`config.mk`:
```
export PLATFORM = sky130hd
export DESIGN_NAME = gray_updown
export DESIGN_NICKNAME = d
export VERILOG_FILES = /design/src/rtl/gray_updown_pkg.sv /design/src/rtl/gray_updown_gray2bin.sv /design/src/rtl/gray_updown.sv
export SDC_FILE = /design/constraint.sdc
export NUM_CORES = 1
export LEC_CHECK = 0
export ABC_AREA = 1
export CORE_AREA = 4 4 41 43
export DETAILED_ROUTE_END_ITERATION = 10
export DIE_AREA = 0 0 45 47
export DONT_BUFFER_PORTS = 1
export HOLD_SLACK_MARGIN = 0.08
export PLACE_DENSITY = 0.64
export SYNTH_ARGS = -nofsm -noshare
export SYNTH_HDL_FRONTEND = slang
export SYNTH_SLANG_ARGS = --single-unit
```
`constraint.sdc`:
```
create_clock -name Clk -period 2.1 [get_ports Clk]
set_input_delay 0.21 -clock Clk [delete_from_list [all_inputs] [get_ports Clk]]
set_output_delay 0.21 -clock Clk [all_outputs]
set_load 0.1 [all_outputs]
```
`src/rtl/gray_updown_pkg.sv`:
```
// Shared constants for the up/down Gray counter: default width and direction encodings.
package gray_updown_pkg;

    localparam int   GU_WIDTH_DEFAULT = 4;
    localparam logic DIR_UP           = 1'b1;
    localparam logic DIR_DOWN         = 1'b0;

endpackage

```
`src/rtl/gray_updown_gray2bin.sv`:
```
// Combinational Gray-to-binary converter; each binary bit is the XOR of all Gray bits at or above it.
module gray2bin #(
    parameter int WIDTH = 4
) (
    input  logic [WIDTH-1:0] i_gray,
    output logic [WIDTH-1:0] o_bin
);

    always_comb begin
        o_bin = '0;
        o_bin[WIDTH-1] = i_gray[WIDTH-1];
        for (int i = WIDTH - 2; i >= 0; i--) begin
            o_bin[i] = o_bin[i+1] ^ i_gray[i];
        end
    end

endmodule

```
`src/rtl/gray_updown.sv`:
```
// Up/down counter holding a binary count and a registered Gray image of it, with a Gray-coded
// parallel load, sticky overflow/underflow flags and a one-cycle wrap pulse.
module gray_updown
    import gray_updown_pkg::*;
#(
    parameter int WIDTH = GU_WIDTH_DEFAULT
) (
    input  logic             Clk,
    input  logic             Reset,
    input  logic             En,
    input  logic             Dir,
    input  logic             Load,
    input  logic [WIDTH-1:0] LoadVal,
    input  logic             ClrFlag,
    output logic [WIDTH-1:0] Output,
    output logic [WIDTH-1:0] Binary,
    output logic             Overflow,
    output logic             Underflow,
    output logic             Wrap
);

    localparam logic [WIDTH-1:0] MAX_COUNT = {WIDTH{1'b1}};

    logic [WIDTH-1:0] r_bin;
    logic [WIDTH-1:0] r_gray;
    logic             r_ovf;
    logic             r_unf;
    logic             r_wrap;

    logic [WIDTH-1:0] w_load_bin;
    logic [WIDTH-1:0] w_bin_next;
    logic             w_up_wrap;
    logic             w_dn_wrap;

    gray2bin #(
        .WIDTH (WIDTH)
    ) u_gray2bin (
        .i_gray (LoadVal),
        .o_bin  (w_load_bin)
    );

    // Load beats counting; a load never produces a wrap.
    always_comb begin
        w_bin_next = r_bin;
        w_up_wrap  = 1'b0;
        w_dn_wrap  = 1'b0;
        if (Load) begin
            w_bin_next = w_load_bin;
        end else if (En) begin
            if (Dir == DIR_UP) begin
                w_bin_next = r_bin + 1'b1;
                w_up_wrap  = (r_bin == MAX_COUNT);
            end else begin
                w_bin_next = r_bin - 1'b1;
                w_dn_wrap  = (r_bin == '0);
            end
        end
    end

    // Gray image is registered alongside the count so Output never sees a decode path.
    always_ff @(posedge Clk) begin
        if (Reset) begin
            r_bin  <= '0;
            r_gray <= '0;
            r_ovf  <= 1'b0;
            r_unf  <= 1'b0;
            r_wrap <= 1'b0;
        end else begin
            r_bin  <= w_bin_next;
            r_gray <= w_bin_next ^ (w_bin_next >> 1);
            r_wrap <= w_up_wrap | w_dn_wrap;
            if (w_up_wrap) begin
                r_ovf <= 1'b1;
            end else if (ClrFlag) begin
                r_ovf <= 1'b0;
            end
            if (w_dn_wrap) begin
                r_unf <= 1'b1;
            end else if (ClrFlag) begin
                r_unf <= 1'b0;
            end
        end
    end

    assign Output    = r_gray;
    assign Binary    = r_bin;
    assign Overflow  = r_ovf;
    assign Underflow = r_unf;
    assign Wrap      = r_wrap;

endmodule

```
==> impl_results.md, run 1 <==
* DR vias/cell at 4.905
* GRT busiest layer: met2
* Synth Area in Simple Gates at 30.27%
* Grt total ovfl at 0
* Worst Setup Start Kind: flip-flop
* CP max-delay cell: fa_1
* Most common cell after layout, fill and taps aside: nand2_1
* IO Pins at 21
* MaxCap Viol Count at 0
* Dpl hpwl at 1003 um
* Avg Synthesized Cell Area at 6.875 um2
* CTS resizes at 0
* Final slew viol count at 0
* H-tree level count at 1
* Adder-cell share of the synthesized area at 7.362%
* Gpl congestion at 0.7770
* Synth Area in Compound Gates at 14.11%
* First-pass GRT wire length at 2111 um
* Post-Syn Area at 611.8 um2
* Port-buffer cells at 0
* Cell mode on critical path: nand2_1
* Worst skew pair latency at 0.26 ns
* Drt wl/cell at 10.85 um
* Post-route cell area at 734.5 um2
* Die H at 47 um
* Final nets at 115
* Worst Setup Path Type: flip-flop to flip-flop
* Status: finished clean
* Fin. Hold Viols at 0
* PD cells at 883.0 nW/um2
* Final Skew at 0.001096 ns
* Worst-path fanout max at 5
* Num rows at 13
* Mux contribution to synthesized area at 0%
* Ant diodes at 0
* Largest family of logic cells by synthesized area: simple AND/OR/NAND/NOR gates
* Critical Path RT at 2.27 ns
* Total clock sinks at 10
* Initial antenna violation count at 0
* Clock buffer depth at 2
* Root Driver: clkbuf_4
* Delay of the slowest cell on the worst path at 0.39 ns
* Total global routing track utilization at 14.08%
* Crit path arrival time at 1.73 ns
* Layout cell share with drive strength beyond 1 at 27.72%
* Setup repair bufs after CTS at 0
* Cell variety after synth at 20
* Die width at 45 um
* CTS tree: built
* Hold path startpoint: Reset
* Synth Net Count at 102
* Vias in the first global route at 547
* Max Fclk at 0.6402 GHz
* RSZ-0062 raised after global routing: no
* Commonest non-fill, non-tap cells in the layout: nand2_1 (19), inv_1 (13), buf_4 (10)
* R2R Path Start: Binary[1]$_SDFF_PP0_
* Crit. End Element: flip-flop
* Final worst path period share at 74.38%
* Synth Area in XOR/XNOR at 2.658%
* Core area at 1301 um2
* Relative slew slack at 63.91%
* DR iter-0 viols at 5
* Syn. warnings at 0
* CTS Buf Count at 3
* Min-Delay Path Depth at 3
* Final setup vio count at 0
* Die ar. at 2115 um2
* R2R depth at 10
* Initial Util at 47.02%
* Number of synthesized register bits at 10
* Fin util at 56.44%
* Cell count after synthesis at 89
* Power consumption at 648.5 uW
* R2R Path End: Output[2]$_SDFF_PP0_
* Post-DRT Antenna Nets at 0
* Crit path cell chain: inv_1, fa_1, a21oi_1, o21ai_1, nand2_1, o21ai_1, inv_1, nand2_1, nand2_1, nor2_1
* Setup TNS at 0 ns
* Tmin final at 1.562 ns
* DRC errors left at 0
* Hold buffers post-CTS at 1
* Fill count at 134
* Max rail drop VDD at 0.5302 mV
* Drt first pass iters at 3
* Clk slew on worst S/H paths at 0.07 ns
* Met3 Usage GRT at 6.130%
* Wirelength, routed at 1259 um
* Met2 capacity usage during global routing at 24.29%
* Post-DP Area at 688.2 um2
* Largest net degree at the start of global routing at 9
* Flop2flop setup slack at 0.54 ns
* Leakage at 0.3778 nW
* P&R area growth vs syn at 20.04%
* Hold Path Class: input pin to flip-flop
* Actual slew at the worst max-slew pin at 0.5459 ns
* Grt met1 use at 14.39%
* Vias at 569
* Hold Path Sink: Output[2]$_SDFF_PP0_
* Post-synthesis sequential area ratio at 32.72%
flip-flops by register name, summed over array words and instances (netlist names):
name	cells
Binary	4
Output	3
Overflow	1
Underflow	1
Wrap	1
kinds of logic (layout without fill, tap and decap cells):
logic type,count (synthesis),count (layout)
compound gates,16,16
xor+xnor,1,1
fa+ha+maj,3,3
buf+inv,18,30
flops,10,10
simple gates,41,41
report_power, final:
group / internal (mW) / switching (mW) / leakage [nW] / total [mW]
combinational: 0.0589 / 0.198 / 0.273 / 0.257
sequential: 0.207 / 0.00899 / 0.0836 / 0.216
clock: 0.105 / 0.0700 / 0.0210 / 0.175
total: 0.372 / 0.277 / 0.378 / 0.649
how the worst max path moves through the flow:
stage | start | endpoint | slack, ns | depth (start not counted)
2_1_floorplan | Binary[0]$_SDFF_PP0_ | Output[2]$_SDFF_PP0_ | 0.23 | 10
3_3_place_gp | Binary[1]$_SDFF_PP0_ | Output[2]$_SDFF_PP0_ | 0.60 | 8
3_5_place_dp | Binary[1]$_SDFF_PP0_ | Output[2]$_SDFF_PP0_ | 0.56 | 10
4_1_cts | Binary[1]$_SDFF_PP0_ | Output[2]$_SDFF_PP0_ | 0.55 | 10
5_1_grt | Binary[1]$_SDFF_PP0_ | Output[2]$_SDFF_PP0_ | 0.34 | 9
6_report | Binary[1]$_SDFF_PP0_ | Output[2]$_SDFF_PP0_ | 0.54 | 10
layer usage:
layer  part of all wire [%]  wire length (um)
met1                     40               507
met2                     50               625
met3                    8.6               108
met4                    1.4                17
met5                      0                 0
layout make-up:
class | instances | area (um2) | area share, %
multi-input combinational | 61 | 332.8 | 45.32
sequential | 10 | 205.2 | 27.94
timing repair buffer | 11 | 85.08 | 11.58
inverter | 15 | 56.30 | 7.666
clock buffer | 4 | 36.28 | 4.940
tap | 15 | 18.77 | 2.555
cells in the mapped netlist:
cell type  count  area share [%]
nand2_1       19              12
inv_1         13             8.0
dfxtp_1       10              33
nor2_1         9             5.5
a21oi_1        7             5.7
nand2_2        5             5.1
o21ai_1        5             4.1
nand3_1        4             3.3
buf_4          3             3.7
ha_1           2             4.1
inv_2          2             1.2
o21ai_0        2             1.6
a21oi_2        1             1.4
fa_1           1             3.3
nand4_1        1             1.0
nor2_4         1             1.8
nor3_1         1            0.82
o21a_1         1             1.2
or2_1          1             1.0
xor2_2         1             2.7
worst max-delay path: cells and delay by family (launching register included):
kind / cells / cell delay, ns
adder cells (fa/ha/maj): 1 / 0.39
flip-flops: 1 / 0.37
AO/OA/AOI/OAI: 3 / 0.35
AND/OR/NAND/NOR: 4 / 0.18
buffers and inverters: 2 / 0.17
stage by stage:
stage | instances | setup WS (ns) | hold WS, ns
after floorplan | 89 | 0.2261 | 0.3847
after global placement | 111 | 0.5951 | 0.2737
after detailed placement | 111 | 0.5597 | 0.2789
after CTS | 116 | 0.5516 | 0.08889
after global routing | 116 | 0.3442 | 0.1207
final | 116 | 0.5381 | 0.09689
Note: power is estimated with default switching activity, not from simulation.
==> run 2: changes to the inputs <==
--- a/config.mk
+++ b/config.mk
@@ -5,13 +5,13 @@
 export SDC_FILE = /design/constraint.sdc
 export NUM_CORES = 1
 export LEC_CHECK = 0
-export ABC_AREA = 1
+export ABC_AREA = 0
 export CORE_AREA = 4 4 41 43
 export DETAILED_ROUTE_END_ITERATION = 10
 export DIE_AREA = 0 0 45 47
 export DONT_BUFFER_PORTS = 1
 export HOLD_SLACK_MARGIN = 0.08
-export PLACE_DENSITY = 0.64
+export PLACE_DENSITY = 0.68
 export SYNTH_ARGS = -nofsm -noshare
 export SYNTH_HDL_FRONTEND = slang
 export SYNTH_SLANG_ARGS = --single-unit
==> constraint.sdc (replaced) <==
create_clock -name Clk -period 1.3 [get_ports Clk]
set_input_delay 0.13 -clock Clk [delete_from_list [all_inputs] [get_ports Clk]]
set_output_delay 0.13 -clock Clk [all_outputs]
set_load 0.1 [all_outputs]
==> run 2 against run 1 <==
The run now ends with negative setup slack left; synthesized area up 3.3%; maximum frequency shrank 12%; critical path depth fell by 4; combinational power grew to 2.8 times the previous value; clock-buffer cell count unchanged; total power grew 110%; setup slack worse by 1.0 ns; cell area increased by 42%; synthesized cell count is 21% lower; clock skew increased by 0.0049 ns; utilization is 24 points higher; first-iteration DRC count rose to 2.6 times the previous value; critical endpoint unchanged; largest power group unchanged.
==> impl_results.md, run 2 <==
* Status: finished with violations
* Failing checks: negative setup slack
* Top cell type's share of synthesized area at 31.68% (-1.0 points)
* Main synth FF type: dfxtp_1
* Initial antenna violation count at 0 (unchanged)
* Final slew viol count at 0 (unchanged)
* CP max-delay cell: dfxtp_4
* Critical Path RT at 1.45 ns (-0.82 ns)
* DR iter-0 viols at 13 (+8)
* Asr flop ratio synth at 0% (unchanged)
* Max Used Layer: met4
* Setup TNS at -1.799 ns (-1.799 ns)
* Met3 wire length at 148 um (+37%)
* DR vias/cell at 5.755 (+17%)
* CTS Buf Count at 3 (unchanged)
* Cell count after synthesis at 70 (-21%)
* Delay of the slowest cell on the worst path at 0.37 ns (-0.02 ns)
* Synth area leader: dfxtp_1
* Crit path arrival time at 1.92 ns (+0.19 ns)
* Final nets at 109 (-5.2%)
* Root Driver: clkbuf_4
* P&R area growth vs syn at 65.15%
* Commonest non-fill, non-tap cells in the layout: buf_4 (14), dfxtp_1 (6), nor2_1 (5), dlygate4sd3_1 (5)
* M1 WL at 756 um (+49%)
* Vias at 633 (+11%)
* Post-Syn Area at 631.9 um2 (+3.3%)
* Final setup vio count at 6 (+6)
* IO Pins at 21 (unchanged)
* Crit. End Element: flip-flop
* Gpl congestion at 0.7525 (-3.2%)
* Max Fclk at 0.5658 GHz (-12%)
* Post-synth top cells: dfxtp_1 (10), nor2_1 (6), inv_1 (5)
* Avg Synthesized Cell Area at 9.027 um2 (+31%)
* Drt first pass iters at 4 (+1)
* Count leader, synth: dfxtp_1
* RSZ-0062 raised after global routing: yes
* Max FFs per register at 4 (unchanged)
* H-tree level count at 1 (unchanged)
* Ant diodes at 0 (unchanged)
* Post-DP Area at 794.5 um2 (+15%)
* Post-DRT Antenna Nets at 0 (unchanged)
* Fin. Hold Viols at 0 (unchanged)
* EDFF count, synth at 0 (unchanged)
* Most common cell after layout, fill and taps aside: buf_4
* Final Skew at 0.005969 ns (+0.004873 ns)
* Tmin final at 1.767 ns (+0.2054 ns)
* Dpl hpwl at 1143 um (+14%)
* PD cells at 1303 nW/um2 (+48%)
* CTS tree: built
* Die H at 47 um (unchanged)
* Hold Path Class: input pin to flip-flop
* Port-buffer cells at 0 (unchanged)
* Leakage at 0.4472 nW (+18%)
* Worst skew pair latency at 0.27 ns (about the same)
* Max rail drop VDD at 1.040 mV (+96%)
* Relative slew slack at 71.97% (+8.1 points)
* Post-synthesis sequential area ratio at 31.68% (-1.0 points)
* Setup ws final at -0.4673 ns (-1.005 ns)
* Total clock sinks at 10 (unchanged)
* Register Area at 215.2 um2 (+4.9%)
* Syn. warnings at 0 (unchanged)
* Num rows at 13 (unchanged)
* Clock buffer depth at 2 (unchanged)
* Worst Setup Start Kind: flip-flop
* Core area at 1301 um2 (unchanged)
* Largest net degree at the start of global routing at 11 (+2)
* Multi-input gate area at 494.2 um2 (+48%)
* Grt total ovfl at 0 (unchanged)
* DRC errors left at 0 (unchanged)
* First-pass GRT wire length at 2911 um (+38%)
* Actual slew at the worst max-slew pin at 0.4190 ns (-0.1268 ns)
* Drt wl/cell at 17.25 um (+59%)
* Number of synthesized register bits at 10 (unchanged)
* Clk slew on worst S/H paths at 0.07 ns (about the same)
* Initial Util at 48.56% (+1.5 points)
* WL met2 at 957 um (+53%)
* Synth Net Count at 83 (-19%)
* Die width at 45 um (unchanged)
* Power consumption at 1.359 mW (+110%)
* Post-route cell area at 1044 um2 (+42%)
* Worst-path fanout max at 2 (-3)
* MaxCap Viol Count at 0 (unchanged)
* Wirelength, routed at 1898 um (+51%)
* Die ar. at 2115 um2 (unchanged)
* Worst Setup Path Type: flip-flop to flip-flop
* Final worst path period share at 135.9% (+62 points)
* Fill count at 75 (-44%)
* Total global routing track utilization at 19.25% (+5.2 points)
* Layout cell share with drive strength beyond 1 at 48.42% (+21 points)
* Cell variety after synth at 35 (+75%)
* Most area-consuming cells after synthesis: dfxtp_1 (32%), xnor2_1 (5.5%), a211oi_1 (4.8%)
* Vias in the first global route at 640 (+17%)
* Crit path cell chain: inv_4, fa_2, xnor2_2, a211o_2, and3b_1, mux2_4
==> run 2: timing repair <==
action / CTS / global route
hold endpoints to repair: 9 / 0
setup buffers: 2 / 2
pin swaps: 8 / 4
setup endpoints to repair: 11 / 9
gates resized for setup: 12 / 13
hold buffers: 5 / 0
==> run 2: metrics by stage <==
step	std cells	setup WS (ns)	hold WS [ns]	utilization (%)
2_1_floorplan	70	-0.6879	0.3020	-
3_3_place_gp	97	-0.4290	0.1928	61.06
3_5_place_dp	97	-0.4570	0.1946	61.06
4_1_cts	108	-0.4376	0.1216	73.75
5_1_grt	110	-0.5095	0.1554	80.19
6_report	110	-0.4673	0.1225	80.19
==> run 2: path summary, 6_finish.rpt <==
check | start | to | slack (ns) | cells after the start
worst max-delay path | Binary[1]$_SDFF_PP0_ | Output[2]$_SDFF_PP0_ | -0.47 | 6
worst min-delay path | Dir | Wrap$_SDFF_PP0_ | 0.12 | 3
worst max register to register | Binary[1]$_SDFF_PP0_ | Output[2]$_SDFF_PP0_ | -0.47 | 6
worst min register to register | Overflow$_SDFFE_PP0P_ | Overflow$_SDFFE_PP0P_ | 0.46 | 2
==> run 2: final cells by class <==
type	instances	share of cell area, %
inverters	5	2.038
well taps	15	1.799
flip-flops and latches	10	20.62
multi-input cells	51	47.36
repair buffers	25	24.70
clock buffers	4	3.477
==> run 2: cell families after synthesis <==
| logic type | Yosys count | synth area share, % |
|---|---|---|
| flops | 10 | 31.68 |
| simple gates | 23 | 21.78 |
| compound gates | 16 | 18.42 |
| fa+ha+maj | 3 | 7.128 |
| mux | 2 | 4.158 |
| xor+xnor | 7 | 9.703 |
| buf+inv | 9 | 7.128 |
==> run 2: power breakdown <==
group | internal, mW | total (mW) | switching [mW]
Sequential | 0.337 | 0.354 | 0.0170
Combinational | 0.293 | 0.719 | 0.426
Clock | 0.170 | 0.286 | 0.116
==> run 2: metal layers <==
metal / vias to the layer above / track usage (%)
li1: 301 / -
met1: 302 / 21.58
met2: 24 / 36.72
met3: 6 / 4.981
met4: 0 / 3.509
met5: - / 0
==> run 2: worst max-delay path, delay by kind of cell, from the launching register on <==
kind	cells	cell delay, ns
fa+ha+maj	1	0.34
xor+xnor	1	0.15
compound gates	1	0.31
mux	1	0.26
flops	1	0.37
buf+inv	1	0.03
simple gates	1	0.18
